===== src/rtl/taillight_sequencer.sv =====
// Thunderbird taillight sequencer: synchronized switches, tick prescaler, Moore FSM.
// Optional macro TAILLIGHT_BRAKE_EN adds a Brake input that lights the idle lamp group.
module taillight_sequencer #(
    parameter int unsigned SYNC_STAGES    = 2,
    parameter int unsigned TICKS_PER_STEP = 1
) (
    input  logic       Clock,
    input  logic       Reset_n,
    input  logic       Tick,
    input  logic       Left,
    input  logic       Right,
    input  logic       Hazard,
`ifdef TAILLIGHT_BRAKE_EN
    input  logic       Brake,
`endif
    output logic [2:0] L,
    output logic [2:0] R,
    output logic       Busy
);

    typedef enum logic [2:0] {
        S_IDLE, S_L1, S_L2, S_L3, S_R1, S_R2, S_R3, S_HAZ
    } state_t;

    localparam logic [7:0] LP_LAST = 8'(TICKS_PER_STEP - 1);

    logic [SYNC_STAGES-1:0] r_sync_l;
    logic [SYNC_STAGES-1:0] r_sync_r;
    logic [SYNC_STAGES-1:0] r_sync_h;
    logic [7:0]             r_cnt;
    state_t                 r_state;
    logic [2:0]             r_l;
    logic [2:0]             r_r;
    logic                   r_busy;

    logic   w_sl;
    logic   w_sr;
    logic   w_sh;
    logic   w_haz_req;
    logic   w_step;
    state_t w_next;

    always_ff @(posedge Clock) begin
        if (!Reset_n) begin
            r_sync_l <= '0;
            r_sync_r <= '0;
            r_sync_h <= '0;
        end else begin
            r_sync_l <= {r_sync_l[SYNC_STAGES-2:0], Left};
            r_sync_r <= {r_sync_r[SYNC_STAGES-2:0], Right};
            r_sync_h <= {r_sync_h[SYNC_STAGES-2:0], Hazard};
        end
    end

    assign w_sl      = r_sync_l[SYNC_STAGES-1];
    assign w_sr      = r_sync_r[SYNC_STAGES-1];
    assign w_sh      = r_sync_h[SYNC_STAGES-1];
    assign w_haz_req = w_sh | (w_sl & w_sr);

    // With TICKS_PER_STEP = 1 the counter stays at 0, so step degenerates to Tick.
    assign w_step = Tick && (r_cnt == LP_LAST);

    always_ff @(posedge Clock) begin
        if (!Reset_n) begin
            r_cnt <= '0;
        end else if (Tick) begin
            if (r_cnt == LP_LAST) r_cnt <= '0;
            else                  r_cnt <= r_cnt + 8'd1;
        end
    end

    always_comb begin
        w_next = S_IDLE;
        unique case (r_state)
            S_IDLE: begin
                if (w_haz_req) w_next = S_HAZ;
                else if (w_sl) w_next = S_L1;
                else if (w_sr) w_next = S_R1;
            end
            S_L1: begin
                if (w_haz_req) w_next = S_HAZ;
                else if (w_sl) w_next = S_L2;
            end
            S_L2: begin
                if (w_haz_req) w_next = S_HAZ;
                else if (w_sl) w_next = S_L3;
            end
            S_R1: begin
                if (w_haz_req) w_next = S_HAZ;
                else if (w_sr) w_next = S_R2;
            end
            S_R2: begin
                if (w_haz_req) w_next = S_HAZ;
                else if (w_sr) w_next = S_R3;
            end
            default: w_next = S_IDLE;
        endcase
    end

    // Outputs are decoded from the next state so they register alongside it.
    always_ff @(posedge Clock) begin
        if (!Reset_n) begin
            r_state <= S_IDLE;
            r_l     <= '0;
            r_r     <= '0;
            r_busy  <= 1'b0;
        end else if (w_step) begin
            r_state <= w_next;
            r_busy  <= (w_next != S_IDLE);
            unique case (w_next)
                S_L1:    begin r_l <= 3'b001; r_r <= 3'b000; end
                S_L2:    begin r_l <= 3'b011; r_r <= 3'b000; end
                S_L3:    begin r_l <= 3'b111; r_r <= 3'b000; end
                S_R1:    begin r_l <= 3'b000; r_r <= 3'b001; end
                S_R2:    begin r_l <= 3'b000; r_r <= 3'b011; end
                S_R3:    begin r_l <= 3'b000; r_r <= 3'b111; end
                S_HAZ:   begin r_l <= 3'b111; r_r <= 3'b111; end
                default: begin r_l <= 3'b000; r_r <= 3'b000; end
            endcase
        end
    end

    assign Busy = r_busy;

`ifdef TAILLIGHT_BRAKE_EN
    logic [SYNC_STAGES-1:0] r_sync_b;
    logic                   w_sb;

    always_ff @(posedge Clock) begin
        if (!Reset_n) r_sync_b <= '0;
        else          r_sync_b <= {r_sync_b[SYNC_STAGES-2:0], Brake};
    end

    assign w_sb = r_sync_b[SYNC_STAGES-1];

    always_comb begin
        L = r_l;
        R = r_r;
        if (w_sb && r_state != S_HAZ) begin
            if (r_state inside {S_L1, S_L2, S_L3})      R = '1;
            else if (r_state inside {S_R1, S_R2, S_R3}) L = '1;
            else begin
                L = '1;
                R = '1;
            end
        end
    end
`else
    assign L = r_l;
    assign R = r_r;
`endif

endmodule


===== config.mk =====
export PLATFORM = sky130hd
export DESIGN_NAME = taillight_sequencer
export DESIGN_NICKNAME = d
export VERILOG_FILES = /design/src/rtl/taillight_sequencer.sv
export SDC_FILE = /design/constraint.sdc
export NUM_CORES = 1
export LEC_CHECK = 0
export CAP_MARGIN = 20
export CORE_UTILIZATION = 40
export CTS_CLUSTER_SIZE = 20
export DETAILED_ROUTE_END_ITERATION = 8
export PLACE_DENSITY = 0.57
export SETUP_SLACK_MARGIN = 0.4
export SYNTH_ARGS = -nofsm -noshare
export SYNTH_HDL_FRONTEND = slang
export SYNTH_SLANG_ARGS = --single-unit

===== constraint.sdc =====
create_clock -name Clock -period 3.7 [get_ports Clock]
set_input_delay 0.37 -clock Clock [delete_from_list [all_inputs] [get_ports Clock]]
set_output_delay 0.37 -clock Clock [all_outputs]
set_load 0.02 [all_outputs]

# Word-level counts from Yosys, hierarchy flattened
# Index checks and enable logic that the tools add are counted.
# Widths: inputs -> output; s select.
[totals] ff_bits=24 latchBits=0 ramBits=0 mem_bits_ro=0 input_bits=6 n_memories=0
[classes] n_addsub=1 mul=0 n_div=0 order_cmp=0 eq_ne=11 shifts=0 mux=15 bitwise=2 n_reduce_logical=6
[ops] operator="$mux 3" n=9
[ops] operator="$eq 3x3->1 const B" n=6
[ops] operator="$pmux 3 s3" n=2
[ops] operator="$pmux 3 s5" n=1
[ops] operator="$eq 3x2->1 const B" n=3
[ops] operator="$add 8x1->8 const B" n=1
[ops] operator="$logic_not 8->1" n=1
[ops] operator="$mux 8" n=1
[ops] operator="$eq 3x1->1 const B" n=2
[ops] operator="$mux 2" n=2
[ops] operator="$reduce_or 2->1" n=2
[ops] operator="$logic_not 3->1" n=1
[ops] operator="$reduce_bool 3->1" n=1
[ops] operator="$and 1x1->1" n=1
[ops] operator="$logic_and 1x1->1" n=1
[ops] operator="$or 1x1->1" n=1

# Depth between registers and ports, before layout
# Gate-level depths: netlist (run 1).
[depth] ltp_word=7 depth_mapped=7

# Least setup slack after synthesis (run 1)
# OpenSTA, ideal clock, no wires.
[synth_path] kind="input to register" startpoint="input Tick" endpoint="register r_l[2] (netlist: L[2])" arrival_time_ns=1.238 required_ns=3.616 path_slack_ns=2.378 cell_stages=6 path_cell_list="buf_2 -> nor4b_4 -> and2_4 -> buf_8 -> nand2_4 -> o31ai_2"
[synth_between] elab_chain_len=1
[synth_rtl] element="start: declaration" line="9" rtl="input logic Tick,"
[synth_rtl] element="$logic_and 1x1->1" line="61" rtl="assign w_step = Tick && (r_cnt == LP_LAST);"
[synth_rtl] element="end signal: assignment" line="104" rtl="r_l <= '0;"
[synth_rtl] element="end signal: assignment" line="111" rtl="S_L1: begin r_l <= 3'b001; r_r <= 3'b000; end"
[synth_rtl] element="end signal: assignment" line="112" rtl="S_L2: begin r_l <= 3'b011; r_r <= 3'b000; end"
[synth_rtl] element="end: declaration" line="32" rtl="logic [2:0] r_l;"
# No other way between the ends.
# A chain may end at the register's enable or synchronous reset.

# Worst setup path in the final report (run 1)
[layout_path] startpoint="register r_r[2] (netlist: R[2])" endpoint="output R[2]"
[layout_lines] element="start: declaration" line="33" rtl="logic [2:0] r_r;"
[layout_lines] element="start signal: assignment" line="105" rtl="r_r <= '0;"
[layout_lines] element="start signal: assignment" line="111"
[layout_lines] element="start signal: assignment" line="112"
[layout_lines] element="end: declaration" line="17" rtl="output logic [2:0] R,"
# No word-level cell between the ends.

==> load_flow_metrics.sql, run 1 <==
INSERT INTO impl_metrics (metric_group, metric, value, unit) VALUES
('critical_path', 'critical_path_peak_fanout', '2', ''),
('grt', 'largest_net_degree_at_the_start_of_global_routing', '17', ''),
('placement', 'port_buffers', '12', ''),
('logic_synthesis', 'synth_enable_flop_cells', '0', ''),
('sta', 'clock_skew', '0.003891', 'ns'),
('route', 'drcViolationCount', '0', ''),
('grt', 'grt_pass1_vias', '820', ''),
('final_layout', 'fill_cells', '253', ''),
('floorplan', 'initial_core_util', '43.56', '%'),
('sta', 'final-max-slew-violation-count', '0', ''),
('logic_synthesis', 'postSynthCellCount', '121', ''),
('route', 'dr_total_vias', '842', ''),
('min_path', 'hold_depth', '1', ''),
('sta', 'slew_headroom', '64.10', '%'),
('sta', 'layout_min_cycle_time', '1.644', 'ns'),
('power_and_ir_drop', 'swShare', '24.45', '%'),
('route', 'drtIter0Drc', '8', ''),
('critical_path', 'worstSetupStartpointType', 'register', ''),
('grt', 'globalRoute.totalOverflow', '0', ''),
('critical_path', 'regToRegEndpoint', 'r_cnt[7]$_SDFFE_PN0P_', ''),
('power_and_ir_drop', 'clockPowerShare', '28.2', '%'),
('critical_path', 'worst_path_cell_chain', 'clkdlybuf4s50_1', ''),
('sta', 'share_of_the_cycle_needed_by_the_critical_path_after_routing', '44.44', '%'),
('cts', 'cts_post_setup_buffers_inserted', '0', ''),
('min_path', 'whs_endpoint', 'r_sync_r[1]$_SDFF_PN0_', ''),
('cts', 'worst_skew_pair.late_latency', '0.30', 'ns'),
('final_layout', 'layout.nets', '140', ''),
('critical_path', 'arrival', '1.27', 'ns'),
('sta', 'setup-tns-final', '0', 'ns'),
('critical_path', 'critPathSlowestCell', 'sky130_fd_sc_hd__clkdlybuf4s50_1', ''),
('logic_synthesis', 'synth-main-ff-cell', 'sky130_fd_sc_hd__dfxtp_1', ''),
('route', 'average_via_count_per_standard_cell', '5.230', ''),
('sta', 'rsz0062_at_grt', 'false', ''),
('power_and_ir_drop', 'power', '0.4710', 'mW'),
('critical_path', 'setup.worst_path.start', 'R[2]$_SDFFE_PN0P_', ''),
('cts', 'numCtsBuffers', '3', ''),
('cts', 'cts-htree-levels', '1', ''),
('floorplan', 'die_x', '54.65', 'um'),
('sta', 'max_clock_freq', '608.1', 'MHz'),
('power_and_ir_drop', 'power_density', '374.2', 'mW/mm^2'),
('grt', 'global_route_wire_length_before_repair', '3512', 'um'),
('sta', 'timing_hold_violations_final', '0', ''),
('status', 'status', 'finished clean', ''),
('power_and_ir_drop', 'seq_power_share', '59.1', '%'),
('route', 'routed_wirelength', '2021', 'um'),
('critical_path', 'crit_path_max_incr_delay', '0.61', 'ns'),
('grt', 'grt_util_all_layers', '16.49', '%'),
('placement', 'placedInstanceArea', '0.001222', 'mm^2'),
('final_layout', 'num_antenna_cells', '0', ''),
('logic_synthesis', 'mean_syn_cell_area', '9.162', 'um^2'),
('logic_synthesis', 'post_synth_arst_share', '0', '%'),
('floorplan', 'chipHeight', '54.65', 'um'),
('power_and_ir_drop', 'p_int', '0.3559', 'mW'),
('floorplan', 'core.rowCount', '18', ''),
('power_and_ir_drop', 'share_comb_of_total_power', '12.7', '%'),
('power_and_ir_drop', 'leakage', '0.4541', 'nW'),
('power_and_ir_drop', 'max-vdd-ir-drop', '181.9', 'uV'),
('cts', 'cts_hold_buffers', '0', ''),
('cts', 'clk_path_buf_depth', '2', ''),
('final_layout', 'final_layout_size_suffix_gt1_share', '10.69', '%'),
('grt', 'grt_antenna_before_repair', '0', ''),
('critical_path', 'worstPathRequired', '3.33', 'ns'),
('final_layout', 'area_growth_syn_to_layout', '13.54', '%'),
('run', 'reported_max_cap_violation_count', '0', ''),
('critical_path', 'endpoint_kind', 'output pin', ''),
('power_and_ir_drop', 'netSwitchingPower', '0.1151', 'mW'),
('placement', 'dpl.hpwl', '1524', 'um'),
('cts', 'clock_tree_from_tritoncts', 'yes', ''),
('placement', 'global_placer_s_final_weighted_congestion', '0.7185', ''),
('cts', 'cts_root_buf', 'sky130_fd_sc_hd__clkbuf_4', ''),
('critical_path', 'number_of_buffer_and_inverter_stages_on_the_critical_path', '1', '');
-- worst max-delay path by stage --
stage,endpoint,cells past startpoint
after floorplan,L[2]$_SDFFE_PN0P_,6
after global placement,r_cnt[5]$_SDFFE_PN0P_,5
after detailed placement,r_cnt[3]$_SDFFE_PN0P_,5
after CTS,R[2],1
after global routing,L[2],1
final,R[2],1
-- layout make-up --
| type | count | area (um^2) | share of cell area [%] |
|---|---|---|---|
| clock buffers | 4 | 36.28 | 2.883 |
| inverters | 3 | 11.26 | 0.8946 |
| flip-flops and latches | 24 | 480.5 | 38.17 |
| repair buffers | 12 | 120.1 | 9.543 |
| multi-input cells | 88 | 573.1 | 45.53 |
| well taps | 30 | 37.54 | 2.982 |
-- metal layers --
layer	GRT usage [%]	share of wire, %	wire length (um)
met3	2.500	2.2	44
met1	19.33	47	956
met4	6.410	0.94	19
met5	0	0	0
met2	29.52	49	1000
-- flip-flops by register name (all words and copies together), names as in the netlist --
name / flops
r_state: 3
r_sync_h: 2
Busy: 1
r_sync_r: 2
r_sync_l: 2
R: 3
L: 3
r_cnt: 8
-- power by group through the flow --
| stage | clock, mW | sequential, mW | combinational [mW] |
|---|---|---|---|
| after CTS | 0.140 | 0.278 | 0.0604 |
| after global placement | 0 | 0.284 | 0.0593 |
| final | 0.133 | 0.278 | 0.0597 |
| after floorplan | 0 | 0.283 | 0.0451 |
| after global routing | 0.152 | 0.280 | 0.0666 |
| after detailed placement | 0 | 0.284 | 0.0602 |
-- cell usage after synthesis (all sizes together), types with 4 or more instances --
library cell / n / share of area (%)
and2: 7 / 4.2
nand2: 11 / 4.6
a21oi: 6 / 2.7
dfxtp: 24 / 43
o21ai: 9 / 4.1
buf: 4 / 3.3
nor2: 14 / 5.0
nand3: 8 / 3.6
nand4: 4 / 2.3
xnor2: 4 / 3.2
-- through the flow --
step / hold slack, ns / setup WS, ns / cells / utilization (%)
finish: 0.4466 / 2.056 / 161 / 49.46
global route: 0.4688 / 1.972 / 161 / 49.46
detailed placement: 0.4202 / 1.727 / 157 / 48.03
global placement: 0.4196 / 1.789 / 157 / 48.03
CTS: 0.4505 / 2.034 / 161 / 49.46
floorplan: 0.4119 / 2.378 / 121 / -
-- cell families (layout without fill, tap and decap cells) --
group | count (synthesis) | in the layout | share of synthesized area [%]
buffers and inverters | 9 | 19 | 4.966
XOR/XNOR | 7 | 7 | 5.531
multiplexers | 1 | 1 | 0.9030
flip-flops | 24 | 24 | 43.34
adder cells (fa/ha/maj) | 2 | 2 | 2.257
AND/OR/NAND/NOR | 53 | 53 | 27.54
AO/OA/AOI/OAI | 25 | 25 | 15.46
-- layout by cell type (no fill, tap or decap), types with 4 or more instances in the layout --
cell                              synthesis  layout
sky130_fd_sc_hd__and2_1                   6       6
sky130_fd_sc_hd__clkdlybuf4s50_1          0      12
sky130_fd_sc_hd__a21oi_1                  6       6
sky130_fd_sc_hd__o21ai_1                  6       6
sky130_fd_sc_hd__nand4_1                  4       4
sky130_fd_sc_hd__dfxtp_1                 24      24
sky130_fd_sc_hd__nand2_1                  9       9
sky130_fd_sc_hd__nand3_1                  8       8
sky130_fd_sc_hd__xnor2_1                  4       4
sky130_fd_sc_hd__nor2_1                  13      13
Note: power is estimated with default switching activity, not from simulation.
==> run 2: changes to the inputs <==
--- a/config.mk
+++ b/config.mk
@@ -9,7 +9,7 @@
 export CORE_UTILIZATION = 40
 export CTS_CLUSTER_SIZE = 20
 export DETAILED_ROUTE_END_ITERATION = 8
-export PLACE_DENSITY = 0.57
+export PLACE_DENSITY = 0.6
 export SETUP_SLACK_MARGIN = 0.4
 export SYNTH_ARGS = -nofsm -noshare
 export SYNTH_HDL_FRONTEND = slang
==> constraint.sdc (replaced) <==
create_clock -name Clock -period 1.35 [get_ports Clock]
set_input_delay 0.135 -clock Clock [delete_from_list [all_inputs] [get_ports Clock]]
set_output_delay 0.135 -clock Clock [all_outputs]
set_load 0.02 [all_outputs]
==> load_flow_metrics.sql, run 2 (synthesis gave the netlist of run 1 again) <==
INSERT INTO impl_metrics (metric_group, metric, value, unit) VALUES
('status', 'status', 'finished clean', ''),
('grt', 'grt_util_all_layers', '16.99', '%'),
('placement', 'global_placer_s_final_weighted_congestion', '0.7906', ''),
('sta', 'timing_hold_violations_final', '0', ''),
('placement', 'dpl.hpwl', '1623', 'um'),
('power_and_ir_drop', 'max-vdd-ir-drop', '704.2', 'uV'),
('power_and_ir_drop', 'leakage', '0.5894', 'nW'),
('cts', 'worst_skew_pair.late_latency', '0.30', 'ns'),
('final_layout', 'fill_cells', '231', ''),
('final_layout', 'layout.nets', '158', ''),
('grt', 'largest_net_degree_at_the_start_of_global_routing', '15', ''),
('sta', 'transition_at_the_pin_with_the_smallest_max_transition_slack', '0.3552', 'ns'),
('route', 'average_via_count_per_standard_cell', '5.196', ''),
('critical_path', 'endpoint_kind', 'register', ''),
('floorplan', 'number_of_i_o_pins', '13', ''),
('grt', 'grt_antenna_before_repair', '0', ''),
('sta', 'share_of_the_cycle_needed_by_the_critical_path_after_routing', '97.51', '%'),
('sta', 'postLayoutSetupSlackWorst', '0.03364', 'ns'),
('final_layout', 'largest_reg_flops', '8', ''),
('floorplan', 'core.rowCount', '18', ''),
('final_layout', 'area_growth_syn_to_layout', '36.12', '%'),
('cts', 'clock_sink_count', '24', ''),
('critical_path', 'worstPathRequired', '1.58', 'ns'),
('grt', 'global_route_wire_length_before_repair', '3615', 'um'),
('critical_path', 'critical_path_peak_fanout', '8', ''),
('grt', 'grt_pass1_vias', '831', ''),
('critical_path', 'setup.worst_path.class', 'register to register', ''),
('floorplan', 'design.die.area', '0.002986', 'mm^2'),
('route', 'drtIter0Drc', '7', ''),
('placement', 'port_buffers', '12', ''),
('route', 'drcViolationCount', '0', ''),
('sta', 'finalHoldWorstSlack', '0.2533', 'ns'),
('cts', 'cts_hold_buffers', '0', ''),
('route', 'routed_wirelength', '2287', 'um'),
('cts', 'cts-htree-levels', '1', ''),
('cts', 'cts_root_buf', 'sky130_fd_sc_hd__clkbuf_4', ''),
('power_and_ir_drop', 'power_density', '1003', 'mW/mm^2'),
('final_layout', 'final_layout_size_suffix_gt1_share', '40.27', '%'),
('route', 'dr_total_vias', '930', ''),
('cts', 'cts.clk_slew.worst_paths', '0.13', 'ns'),
('critical_path', 'setup_slack_of_the_worst_register_to_register_path', '0.03', 'ns'),
('floorplan', 'chipHeight', '54.65', 'um'),
('final_layout', 'fin_cells', '179', ''),
('final_layout', 'layout.cells.most_common_list', 'sky130_fd_sc_hd__buf_4, sky130_fd_sc_hd__dfxtp_1, sky130_fd_sc_hd__nor2_1', ''),
('run', 'reported_max_cap_violation_count', '0', ''),
('final_layout', 'num_antenna_cells', '0', ''),
('route', 'route.detailed.wl_per_inst', '12.78', 'um'),
('sta', 'rsz0062_at_grt', 'true', ''),
('final_layout', 'final_common_cell', 'sky130_fd_sc_hd__buf_4', ''),
('grt', 'globalRoute.totalOverflow', '0', ''),
('critical_path', 'worstSetupStartpointType', 'register', ''),
('placement', 'placedInstanceArea', '0.001335', 'mm^2'),
('floorplan', 'initial_core_util', '43.56', '%'),
('sta', 'max_clock_freq', '759.7', 'MHz'),
('critical_path', 'arrival', '1.55', 'ns'),
('placement', 'place_inst', '169', ''),
('placement', 'preCtsSetupSlack', '-0.1195', 'ns'),
('cts', 'numCtsBuffers', '3', ''),
('sta', 'report.final.setup_viol', '0', ''),
('min_path', 'hold_class', 'primary input to register', ''),
('sta', 'slew_headroom', '76.02', '%'),
('floorplan', 'core_area', '0.002545', 'mm^2'),
('route', 'detail-route-antenna-nets', '0', ''),
('final_layout', 'finalInstanceArea', '0.001509', 'mm^2'),
('power_and_ir_drop', 'power', '1.514', 'mW'),
('cts', 'clk_path_buf_depth', '2', ''),
('sta', 'clock_skew', '0.002273', 'ns'),
('floorplan', 'die_x', '54.65', 'um'),
('final_layout', 'largest-register', 'r_cnt', ''),
('sta', 'layout_min_cycle_time', '1.316', 'ns'),
('sta', 'final-max-slew-violation-count', '0', ''),
('route', 'drt_first_pass_iters', '4', ''),
('cts', 'clock_tree_from_tritoncts', 'yes', '');
[run 2: cell types whose count changed in the layout (fill, tap and decap cells not counted), moves of 2 or more]
cell / before / now
sky130_fd_sc_hd__inv_2: 0 / 2
sky130_fd_sc_hd__buf_4: 0 / 18
sky130_fd_sc_hd__a21oi_1: 6 / 3
sky130_fd_sc_hd__a21oi_2: 0 / 3
sky130_fd_sc_hd__buf_6: 0 / 6
sky130_fd_sc_hd__nand3_2: 0 / 3
sky130_fd_sc_hd__nand2_8: 0 / 2
sky130_fd_sc_hd__inv_1: 3 / 1
sky130_fd_sc_hd__dfxtp_1: 24 / 14
sky130_fd_sc_hd__clkdlybuf4s50_1: 12 / 4
sky130_fd_sc_hd__dfxtp_2: 0 / 9
sky130_fd_sc_hd__nand3_1: 8 / 5
[run 2: repair_timing]
| item | in CTS | in global routing |
|---|---|---|
| gates resized for setup | 41 | 21 |
| setup endpoints to repair | 25 | 26 |
| setup buffers | 4 | 1 |
| pin swaps | 9 | 2 |
| cloned | 1 | 0 |
| endpoints found under the hold margin | 0 | 0 |
[run 2: where the power goes]
| part | internal, mW | switching, mW |
|---|---|---|
| Sequential | 0.735 | 0.0276 |
| Clock | 0.300 | 0.204 |
| Combinational | 0.124 | 0.124 |
| Total | 1.16 | 0.355 |
[run 2: area by class of cell]
cell class	instances	area, um^2	area share, %
multi-input combinational	89	656.9	43.53
sequential	24	495.5	32.84
timing repair buffer	29	255.2	16.92
tap	30	37.54	2.488
clock inverter	1	30.03	1.990
clock buffer	3	22.52	1.493
inverter	3	11.26	0.7463
[run 2: per-stage QoR]
step                      setup TNS, ns  utilization (%)
after floorplan                       0                -
after global placement           -1.123            52.46
after detailed placement         -1.427            52.46
after CTS                             0            57.18
after global routing           -0.09304            59.29
final                                 0            59.29
[run 2: worst paths after layout]
path	from	endpoint	depth (start not counted)
hold / removal	Reset_n	r_state[1]$_SDFFE_PN0P_	3
hold reg to reg	r_sync_r[0]$_SDFF_PN0_	r_sync_r[1]$_SDFF_PN0_	1
setup / recovery	r_cnt[0]$_SDFFE_PN0P_	L[2]$_SDFFE_PN0P_	6
setup reg to reg	r_cnt[0]$_SDFFE_PN0P_	L[2]$_SDFFE_PN0P_	6
[run 2: worst max-delay path, cell delays in order (launching register included)]
cell and delay, ns:
sky130_fd_sc_hd__dfxtp_4 0.37, sky130_fd_sc_hd__inv_2 0.06, sky130_fd_sc_hd__ha_4 0.11, sky130_fd_sc_hd__nor4b_4 0.21, sky130_fd_sc_hd__and2_4 0.26, sky130_fd_sc_hd__nand2_4 0.07, sky130_fd_sc_hd__o31ai_2 0.17
[run 2: routing by layer]
layer | GRT usage [%] | wire [um] | vias up
li1 | - | - | 479
met1 | 21.48 | 1079 | 444
met2 | 28.71 | 1158 | 5
met3 | 2.500 | 29 | 2
met4 | 6.410 | 20 | 0
met5 | 0 | 0 | -
==> run 3: changes to the inputs <==
--- a/config.mk
+++ b/config.mk
@@ -6,6 +6,7 @@
 export NUM_CORES = 1
 export LEC_CHECK = 0
 export CAP_MARGIN = 20
+export CORE_MARGIN = 4
 export CORE_UTILIZATION = 40
 export CTS_CLUSTER_SIZE = 20
 export DETAILED_ROUTE_END_ITERATION = 8
==> load_flow_metrics.sql, run 3 (synthesis gave the netlist of run 1 again) <==
INSERT INTO impl_metrics (metric_group, metric, value, unit) VALUES
('critical_path', 'arrival', '1.54', 'ns'),
('sta', 'share_of_the_cycle_needed_by_the_critical_path_after_routing', '99.14', '%'),
('sta', 'report.final.setup_viol', '0', ''),
('final_layout', 'largest_reg_flops', '8', ''),
('min_path', 'hold_class', 'primary input to register', ''),
('sta', 'timing_hold_violations_final', '0', ''),
('final_layout', 'final_core_util', '58.67', '%'),
('floorplan', 'die_x', '60.65', 'um'),
('cts', 'cts-htree-levels', '1', ''),
('floorplan', 'core.rowCount', '18', ''),
('critical_path', 'reg2regPathDepth', '7', ''),
('final_layout', 'layout.nets', '157', ''),
('cts', 'cts.clk_slew.worst_paths', '0.12', 'ns'),
('cts', 'worst_skew_pair.late_latency', '0.30', 'ns'),
('critical_path', 'crit-reg2reg-launch', 'r_cnt[0]$_SDFFE_PN0P_', ''),
('grt', 'grt_antenna_before_repair', '0', ''),
('cts', 'numCtsBuffers', '3', ''),
('run', 'reported_max_cap_violation_count', '0', ''),
('grt', 'grt_util_all_layers', '14.08', '%'),
('floorplan', 'core_area', '0.002567', 'mm^2'),
('power_and_ir_drop', 'leakage', '0.5731', 'nW'),
('cts', 'cts_root_buf', 'sky130_fd_sc_hd__clkbuf_4', ''),
('placement', 'place_inst', '167', ''),
('route', 'dr_total_vias', '925', ''),
('min_path', 'whs_endpoint', 'r_sync_h[0]$_SDFF_PN0_', ''),
('final_layout', 'largest-register', 'r_cnt', ''),
('grt', 'largest_net_degree_at_the_start_of_global_routing', '14', ''),
('critical_path', 'setup_slack_of_the_worst_register_to_register_path', '0.01', 'ns'),
('sta', 'finalHoldWorstSlack', '0.3972', 'ns'),
('critical_path', 'setup.worst_path.class', 'register to register', ''),
('sta', 'final-max-slew-violation-count', '0', ''),
('critical_path', 'critical_path_peak_fanout', '5', ''),
('sta', 'transition_at_the_pin_with_the_smallest_max_transition_slack', '0.3474', 'ns'),
('final_layout', 'num_antenna_cells', '0', ''),
('min_path', 'hp-start', 'Hazard', ''),
('floorplan', 'number_of_i_o_pins', '13', ''),
('power_and_ir_drop', 'power_density', '912.8', 'mW/mm^2'),
('sta', 'slew_headroom', '76.48', '%'),
('sta', 'rsz0062_at_grt', 'true', ''),
('sta', 'max_clock_freq', '747.1', 'MHz'),
('sta', 'setup-tns-final', '0', 'ns'),
('route', 'detail-route-antenna-nets', '0', ''),
('final_layout', 'layout.cells.most_common_list', 'sky130_fd_sc_hd__buf_4, sky130_fd_sc_hd__dfxtp_1, sky130_fd_sc_hd__nor2_1', ''),
('cts', 'clock_tree_from_tritoncts', 'yes', ''),
('grt', 'global_route_wire_length_before_repair', '3939', 'um'),
('route', 'average_via_count_per_standard_cell', '5.197', ''),
('route', 'route.detailed.wl_per_inst', '12.75', 'um'),
('status', 'status', 'finished clean', ''),
('placement', 'global_placer_s_final_weighted_congestion', '0.7934', ''),
('floorplan', 'initial_core_util', '43.18', '%'),
('critical_path', 'regToRegEndpoint', 'L[2]$_SDFFE_PN0P_', ''),
('critical_path', 'worstPathRequired', '1.55', 'ns'),
('placement', 'dpl.hpwl', '1561', 'um'),
('floorplan', 'chipHeight', '60.65', 'um'),
('cts', 'cts_hold_buffers', '0', ''),
('route', 'drtIter0Drc', '28', ''),
('cts', 'clock_sink_count', '24', ''),
('critical_path', 'worstSetupStartpointType', 'register', ''),
('sta', 'clock_skew', '0.001657', 'ns'),
('final_layout', 'final_layout_size_suffix_gt1_share', '39.86', '%'),
('route', 'drt_first_pass_iters', '4', ''),
('route', 'drcViolationCount', '0', ''),
('grt', 'grt_pass1_vias', '904', ''),
('floorplan', 'design.die.area', '0.003678', 'mm^2'),
('critical_path', 'endpoint_kind', 'register', ''),
('final_layout', 'final_common_cell', 'sky130_fd_sc_hd__buf_4', ''),
('final_layout', 'fin_cells', '178', ''),
('final_layout', 'area_growth_syn_to_layout', '35.89', '%'),
('route', 'routed_wirelength', '2269', 'um'),
('grt', 'globalRoute.totalOverflow', '0', ''),
('cts', 'clk_path_buf_depth', '2', ''),
('min_path', 'hold_depth', '2', ''),
('power_and_ir_drop', 'max-vdd-ir-drop', '704.3', 'uV'),
('critical_path', 'setup.worst_path.start', 'r_cnt[0]$_SDFFE_PN0P_', ''),
('placement', 'port_buffers', '12', ''),
('sta', 'layout_min_cycle_time', '1.338', 'ns');
## run 3: worst max-delay path, cell delays in order (launching register included)
cell	delay (ns)
sky130_fd_sc_hd__dfxtp_4	0.37
sky130_fd_sc_hd__inv_4	0.05
sky130_fd_sc_hd__ha_4	0.12
sky130_fd_sc_hd__nor4b_4	0.20
sky130_fd_sc_hd__buf_4	0.22
sky130_fd_sc_hd__nand2_8	0.07
sky130_fd_sc_hd__nand3_1	0.12
sky130_fd_sc_hd__o31ai_4	0.08
## run 3: metrics by stage
stage / setup slack [ns] / area [um^2] / power, mW
CTS: 0.05330 / 1439 / 1.370
global placement: -0.08229 / 1320 / 0.9698
finish: 0.01158 / 1506 / 1.375
global route: -0.03613 / 1506 / 1.464
floorplan: 0.08197 / 1131 / 0.9055
detailed placement: -0.1265 / 1320 / 0.9723
## run 3: power breakdown
part | internal, mW | leakage [nW] | switching, mW
registers | 0.733 | 0.201 | 0.0298
logic | 0.127 | 0.351 | 0.127
clock network | 0.164 | 0.0210 | 0.193
total | 1.02 | 0.573 | 0.350
## run 3: timing repair
item	CTS	global route
endpoints found under the setup margin	25	25
buffers inserted	5	1
pin swaps	9	4
gates resized for setup	44	23
gates cloned	1	0
## run 3: layout make-up
cell class | count | area (um^2)
clock buffer | 4 | 36.28
tap | 30 | 37.54
multi-input combinational | 89 | 673.1
fill | 236 | 1061
inverter | 3 | 16.27
timing repair buffer | 28 | 245.2
sequential | 24 | 498.0
## run 3: worst max-delay path by stage
| stage | end | slack (ns) | cells past startpoint |
|---|---|---|---|
| after floorplan | L[2]$_SDFFE_PN0P_ | 0.08 | 7 |
| after global routing | R[2]$_SDFFE_PN0P_ | -0.04 | 6 |
| final | L[2]$_SDFFE_PN0P_ | 0.01 | 7 |
| after detailed placement | r_state[2]$_SDFFE_PN0P_ | -0.13 | 5 |
| after global placement | L[2]$_SDFFE_PN0P_ | -0.08 | 5 |
| after CTS | L[2]$_SDFFE_PN0P_ | 0.05 | 6 |
## run 3: layer usage
layer | vias up | part of all wire [%] | track usage (%)
met5 | - | 0 | 0
met4 | 0 | 0.75 | 4.025
met3 | 4 | 2.9 | 2.766
met2 | 15 | 50 | 24.27
met1 | 434 | 46 | 17.82
li1 | 472 | - | -
